<file path="config.mk">
export PLATFORM = sky130hd
export DESIGN_NAME = mio_lsu
export DESIGN_NICKNAME = d
export VERILOG_FILES = /design/src/rtl/mio_lsu_pkg.sv /design/src/rtl/mio_lsu_lane.sv /design/src/rtl/mio_lsu.sv
export SDC_FILE = /design/constraint.sdc
export NUM_CORES = 1
export LEC_CHECK = 0
export CORE_AREA = 2 2 122 124
export CTS_CLUSTER_DIAMETER = 150
export DETAILED_ROUTE_END_ITERATION = 12
export DIE_AREA = 0 0 124 126
export PLACE_DENSITY = 0.76
export SYNTH_ARGS = -nofsm -noshare
export SYNTH_HDL_FRONTEND = slang
export SYNTH_SLANG_ARGS = --single-unit
export TNS_END_PERCENT = 5
</file>
<file path="constraint.sdc">
create_clock -name clk -period 2.32 [get_ports clk]
set_clock_uncertainty 0.2 [all_clocks]
set_input_delay 0.232 -clock clk [delete_from_list [all_inputs] [get_ports clk]]
set_output_delay 0.232 -clock clk [all_outputs]
set_load 0.005 [all_outputs]
</file>
<file path="src/rtl/mio_lsu_pkg.sv">
// Shared types and constants for the load/store unit: FSM states, RV32I
// funct3 encodings and request legality decode.
package mio_lsu_pkg;

  typedef enum logic [1:0] {
    ST_IDLE   = 2'd0,
    ST_ACCESS = 2'd1,
    ST_DONE   = 2'd2,
    ST_ERR    = 2'd3
  } state_t;

  localparam logic [2:0] F3_LB  = 3'd0;
  localparam logic [2:0] F3_LH  = 3'd1;
  localparam logic [2:0] F3_LW  = 3'd2;
  localparam logic [2:0] F3_LBU = 3'd4;
  localparam logic [2:0] F3_LHU = 3'd5;
  localparam logic [2:0] F3_SB  = 3'd0;
  localparam logic [2:0] F3_SH  = 3'd1;
  localparam logic [2:0] F3_SW  = 3'd2;

  // True when funct3 is a legal encoding for the direction and the offset
  // satisfies natural alignment for the access size.
  function automatic logic req_legal(input logic we, input logic [2:0] f3,
                                     input logic [1:0] off);
    logic ok;
    if (we)
      ok = (f3 == F3_SB) || (f3 == F3_SH) || (f3 == F3_SW);
    else
      ok = (f3 == F3_LB) || (f3 == F3_LH) || (f3 == F3_LW) ||
           (f3 == F3_LBU) || (f3 == F3_LHU);
    case (f3[1:0])
      2'b01:   ok = ok & ~off[0];
      2'b10:   ok = ok & (off == 2'b00);
      default: ok = ok;
    endcase
    return ok;
  endfunction

endpackage

</file>
<file path="src/rtl/mio_lsu_lane.sv">
// Byte-lane logic: byte enables, store-data replication and load extraction
// with sign/zero extension. Purely combinational.
module mio_lsu_lane
  import mio_lsu_pkg::*;
(
  input  logic [1:0]  off,
  input  logic [2:0]  funct3,
  input  logic [31:0] wdata,
  input  logic [31:0] rword,
  output logic [3:0]  be,
  output logic [31:0] sdata,
  output logic [31:0] ldata
);

  logic [31:0] shifted;

  always_comb begin
    shifted = rword >> {off, 3'b000};
    case (funct3[1:0])
      2'b00: begin
        be    = 4'b0001 << off;
        sdata = {4{wdata[7:0]}};
      end
      2'b01: begin
        be    = 4'b0011 << {off[1], 1'b0};
        sdata = {2{wdata[15:0]}};
      end
      default: begin
        be    = 4'b1111;
        sdata = wdata;
      end
    endcase
    case (funct3)
      F3_LB:   ldata = {{24{shifted[7]}}, shifted[7:0]};
      F3_LH:   ldata = {{16{shifted[15]}}, shifted[15:0]};
      F3_LBU:  ldata = {24'd0, shifted[7:0]};
      F3_LHU:  ldata = {16'd0, shifted[15:0]};
      default: ldata = shifted;
    endcase
  end

endmodule

</file>
<file path="src/rtl/mio_lsu.sv">
// Load/store unit: turns a single-cycle core memory request into a bus
// transaction, stalling the core until the bus acknowledges or times out.
module mio_lsu
  import mio_lsu_pkg::*;
#(
  parameter int TIMEOUT = 15,
  parameter int TO_W    = 4
) (
  input  logic        clk,
  input  logic        rst,
  input  logic        req_valid,
  input  logic        req_we,
  input  logic [2:0]  req_funct3,
  input  logic [31:0] req_addr,
  input  logic [31:0] req_wdata,
  output logic        stall,
  output logic        rsp_valid,
  output logic        rsp_err,
  output logic [31:0] rsp_rdata,
  output logic [31:0] Addr_out,
  output logic [31:0] Data_out,
  output logic [3:0]  byte_en,
  output logic        MemRW,
  output logic        CPU_MIO,
  input  logic [31:0] Data_in,
  input  logic        MIO_ready
);

  localparam logic [TO_W-1:0] TO_LAST = TO_W'(TIMEOUT - 1);
  localparam logic [TO_W-1:0] TO_SAT  = TO_W'(TIMEOUT);
  localparam logic            TO_EN   = (TIMEOUT != 0);

  state_t          state;
  logic [TO_W-1:0] cnt;
  logic [1:0]      off_q;
  logic [2:0]      f3_q;
  logic            we_q;
  logic [31:0]     ld_word_q;

  logic [1:0]      lane_off;
  logic [2:0]      lane_f3;
  logic [3:0]      lane_be;
  logic [31:0]     lane_sdata;
  logic [31:0]     lane_ldata;
  logic            req_ok;

  // One lane instance serves both paths: the live request while idle
  // (decode), the latched request afterwards (response extraction).
  assign lane_off = (state == ST_IDLE) ? req_addr[1:0]  : off_q;
  assign lane_f3  = (state == ST_IDLE) ? req_funct3     : f3_q;

  mio_lsu_lane u_lane (
    .off    (lane_off),
    .funct3 (lane_f3),
    .wdata  (req_wdata),
    .rword  (ld_word_q),
    .be     (lane_be),
    .sdata  (lane_sdata),
    .ldata  (lane_ldata)
  );

  assign req_ok = req_legal(req_we, req_funct3, req_addr[1:0]);

  // Gated by rst so the core is released the moment reset asserts.
  assign stall     = ~rst & (((state == ST_IDLE) & req_valid) | (state == ST_ACCESS));
  assign rsp_rdata = (rsp_valid & ~rsp_err & ~we_q) ? lane_ldata : 32'd0;

  always_ff @(posedge clk or posedge rst) begin
    if (rst) begin
      state     <= ST_IDLE;
      cnt       <= '0;
      off_q     <= 2'b00;
      f3_q      <= 3'b000;
      we_q      <= 1'b0;
      rsp_valid <= 1'b0;
      rsp_err   <= 1'b0;
      Addr_out  <= 32'd0;
      Data_out  <= 32'd0;
      byte_en   <= 4'b0000;
      MemRW     <= 1'b0;
      CPU_MIO   <= 1'b0;
    end else begin
      case (state)
        ST_IDLE: begin
          rsp_valid <= 1'b0;
          rsp_err   <= 1'b0;
          if (req_valid) begin
            if (req_ok) begin
              off_q    <= req_addr[1:0];
              f3_q     <= req_funct3;
              we_q     <= req_we;
              cnt      <= '0;
              Addr_out <= {req_addr[31:2], 2'b00};
              Data_out <= lane_sdata;
              byte_en  <= lane_be;
              MemRW    <= req_we;
              CPU_MIO  <= 1'b1;
              state    <= ST_ACCESS;
            end else begin
              rsp_valid <= 1'b1;
              rsp_err   <= 1'b1;
              state     <= ST_ERR;
            end
          end
        end
        ST_ACCESS: begin
          // Ready has priority over an expiring counter.
          if (MIO_ready || (TO_EN && cnt == TO_LAST)) begin
            rsp_valid <= 1'b1;
            rsp_err   <= ~MIO_ready;
            state     <= MIO_ready ? ST_DONE : ST_ERR;
            if (!MIO_ready) cnt <= TO_SAT;
            Addr_out  <= 32'd0;
            Data_out  <= 32'd0;
            byte_en   <= 4'b0000;
            MemRW     <= 1'b0;
            CPU_MIO   <= 1'b0;
          end else if (TO_EN) begin
            cnt <= cnt + TO_W'(1);
          end
        end
        default: begin
          rsp_valid <= 1'b0;
          rsp_err   <= 1'b0;
          state     <= ST_IDLE;
        end
      endcase
    end
  end

  // Load word register is pure data and carries no reset.
  always_ff @(posedge clk) begin
    if (state == ST_ACCESS && MIO_ready)
      ld_word_q <= Data_in;
  end

endmodule

</file>
==> qor.csv <==
metric;value;unit
H-Tree Depth;4;
CP Launch Type;register;
largest net degree at the start of global routing;47;
CP Capture Type;output pin;
vias in the first global route;5692;
Yosys top cell area share;0.3569;
HPWL Detailed;13340;um
CTS Buf Count;17;
Global Route Usage Sum;0.2423;
multiplexer area fraction after synthesis;0.05092;
WL final;19170;um
# diodes;0;
Reg2Reg Setup Slack;0.15;ns
fin crit share;1.232;
Syn Area/Cell;10.59;um^2
Peak Freq;349.8;MHz
largest area contributor in the netlist;dfrtp_1;
DR vias;5635;
max_cap viols;0;
NumNets Final;920;
DRT antenna net count;0;
Critical Path Fanout Max;7;
number of hold buffers added after CTS;0;
GP Congestion;0.9006;
R2R Path End;Data_out[14];
antenna violations before repair;0;
Yosys Warn Count;0;
fin crit period;2.859;ns
Post-Synth Simple-Gate Area;0.1267;
I/O pin count;209;
worst-skew pair later-pin latency;0.41;ns
Starting Density;0.4017;
failing checks;negative setup slack;
DIE AREA;0.01562;mm^2
vias per cell;5.590;
final hold vios;0;
unique cell type count in the Yosys netlist;56;
Hold WC Path Type;input port to asynchronous set/reset pin;
crit path DAT;2.43;ns
Commonest cells post-synth;dfrtp_1, nand2_1, a21oi_1;
synthesized cell area;0.005749;mm^2
RSZ-0062 raised after global routing;true;
Area Growth Syn to Fin;62.96;%
power per cell area;1342;mW/mm^2
Die W;124;um
Cells after Synth;543;
Max IR drop VDD;0.7201;mV
Slew Limit Fails;0;
Reg clk slew, reported paths;0.06;ns
Port Buffers;206;
Die Ht;126;um
outcome;finished, violations left;
root buffer cell;clkbuf_16;
synthesized flop and latch total;114;
count of final setup violators;32;
first-pass GRT wire length;29190;um
TritonCTS clock tree;built;
Post-synth EDFFs;32;
DRC;0;
R2R cell count;9;
Final Util;0.6545;
share of layout cells above drive strength 1;0.2743;
clk sinks;114;
Std-Cell Rows;44;
fin worst setup slack;-0.5387;ns
met3 global-route usage;0.04620;
GRT met2 Usage;0.4047;
xor/xnor share of the synthesized area;0;
crit path kind;register to output pin;
top cells by area, synth;dfrtp_1, edfxtp_1, a22o_1;
initial drt markers;523;
adder-cell share of the synthesized area;0.01088;
FFs w/ async S/R, synth;0.7193;
met1 usage;0.3049;
launching point of the worst reg2reg path;state[1];
Seq/Total Area, Yosys;0.5240;
Synth Flop Type;dfrtp_1;
most frequent cell after synthesis;dfrtp_1;
total power draw;0.01257;W
Req. time, crit path;1.89;ns
grt peak-use layer;met2;
grt total ovfl;0;
Core ar.;0.01431;mm^2
largest family of logic cells by synthesized area;compound AO/OA/AOI/OAI gates;
routed length per instance;19.02;um
leakage;3.956;nW
compound-gate portion of the synthesized area;0.2370;
clock buffer depth;2;
drt first pass iters;5;
[layer usage]
layer  routed length [um]  vias to the layer above
met5                    0                        -
met4                  590                        0
met3                 1300                       64
met2                 9418                      267
met1                 7861                     2749
li1                     -                     2555
[through the flow]
stage / instances / cell area [um^2] / setup WS (ns) / hold slack, ns / TNS [ns]
after global placement: 954 / 8359 / -0.6325 / 0.2608 / -43.62
after floorplan: 544 / 5757 / -0.1155 / 0.1309 / -3.695
after detailed placement: 954 / 8359 / -0.6618 / 0.2662 / -47.28
after CTS: 1008 / 9304 / -0.5373 / 0.01374 / -14.93
final: 1008 / 9369 / -0.5387 / 0.01215 / -14.30
after global routing: 1008 / 9369 / -0.6068 / 0.04962 / -17.02
[repair_timing]
action	in CTS	in global routing
pin swaps	16	11
endpoints found under the hold margin	0	0
setup buffers	20	1
resized for setup	190	28
cloned	2	0
setup endpoints to repair	35	108
[cells by family (layout without fill, tap and decap cells)]
logic type      Yosys count  count (layout)
simple gates            145             146
mux                      27              27
buf+inv                  50             329
flops                   114             114
other cells               1               2
fa+ha+maj                 5               5
compound gates          201             201
[cell usage in the layout (no fill, tap or decap), types with 7 or more instances in the layout]
cell and instances:
clkdlybuf4s50_1 172, buf_6 14, mux2i_1 18, edfxtp_1 32
dfrtp_1 80, a21oi_1 32, buf_12 9, o31ai_1 13
buf_4 58, nor2_1 16, a22oi_1 7, o22ai_1 10
buf_2 26, mux2_2 8, a22o_1 41, clkbuf_16 19
nand3_1 10, and2_1 11, nand2_1 66, a21oi_2 17
o21ai_0 33
[report_power, final]
part	internal (W)	switching [W]	total (W)
combinational	0.00353	0.00336	0.00690
sequential	0.00278	0.000465	0.00324
clock	0.00149	0.000938	0.00243
[worst max path at each step]
stage	from	to	slack (ns)
global placement	req_funct3[1]	rsp_rdata[23]	-0.63
detailed placement	req_funct3[1]	rsp_rdata[23]	-0.66
CTS	state[0]	rsp_rdata[26]	-0.54
global route	state[0]	rsp_rdata[22]	-0.61
finish	state[0]	rsp_rdata[22]	-0.54
floorplan	state[1]	ld_word_q[0]	-0.12
[critical path: stages (launching register included)]
cell,delay (ns)
dfrtp_2,0.45
or3b_4,0.42
a221o_2,0.43
buf_6,0.16
buf_6,0.11
a21oi_4,0.13
o21ai_2,0.07
a21oi_1,0.11
buf_2,0.13
[area by class of cell]
class	instances	area, um^2
Tap cell	184	230.2
Fill cell	1076	4945
Clock inverter	11	75.07
Multi-Input combinational cell	381	2786
Clock buffer	21	483.0
Sequential cell	114	3015
Inverter	8	33.78
Timing Repair Buffer	289	2745
[flip-flops by register name (all words and copies together) (netlist names), 2 cells and up]
name / cells
Addr_out: 30
Data_out: 32
byte_en: 4
cnt: 4
f3_q: 3
ld_word_q: 32
off_q: 2
state: 2
(Power assumes the default switching activity.)
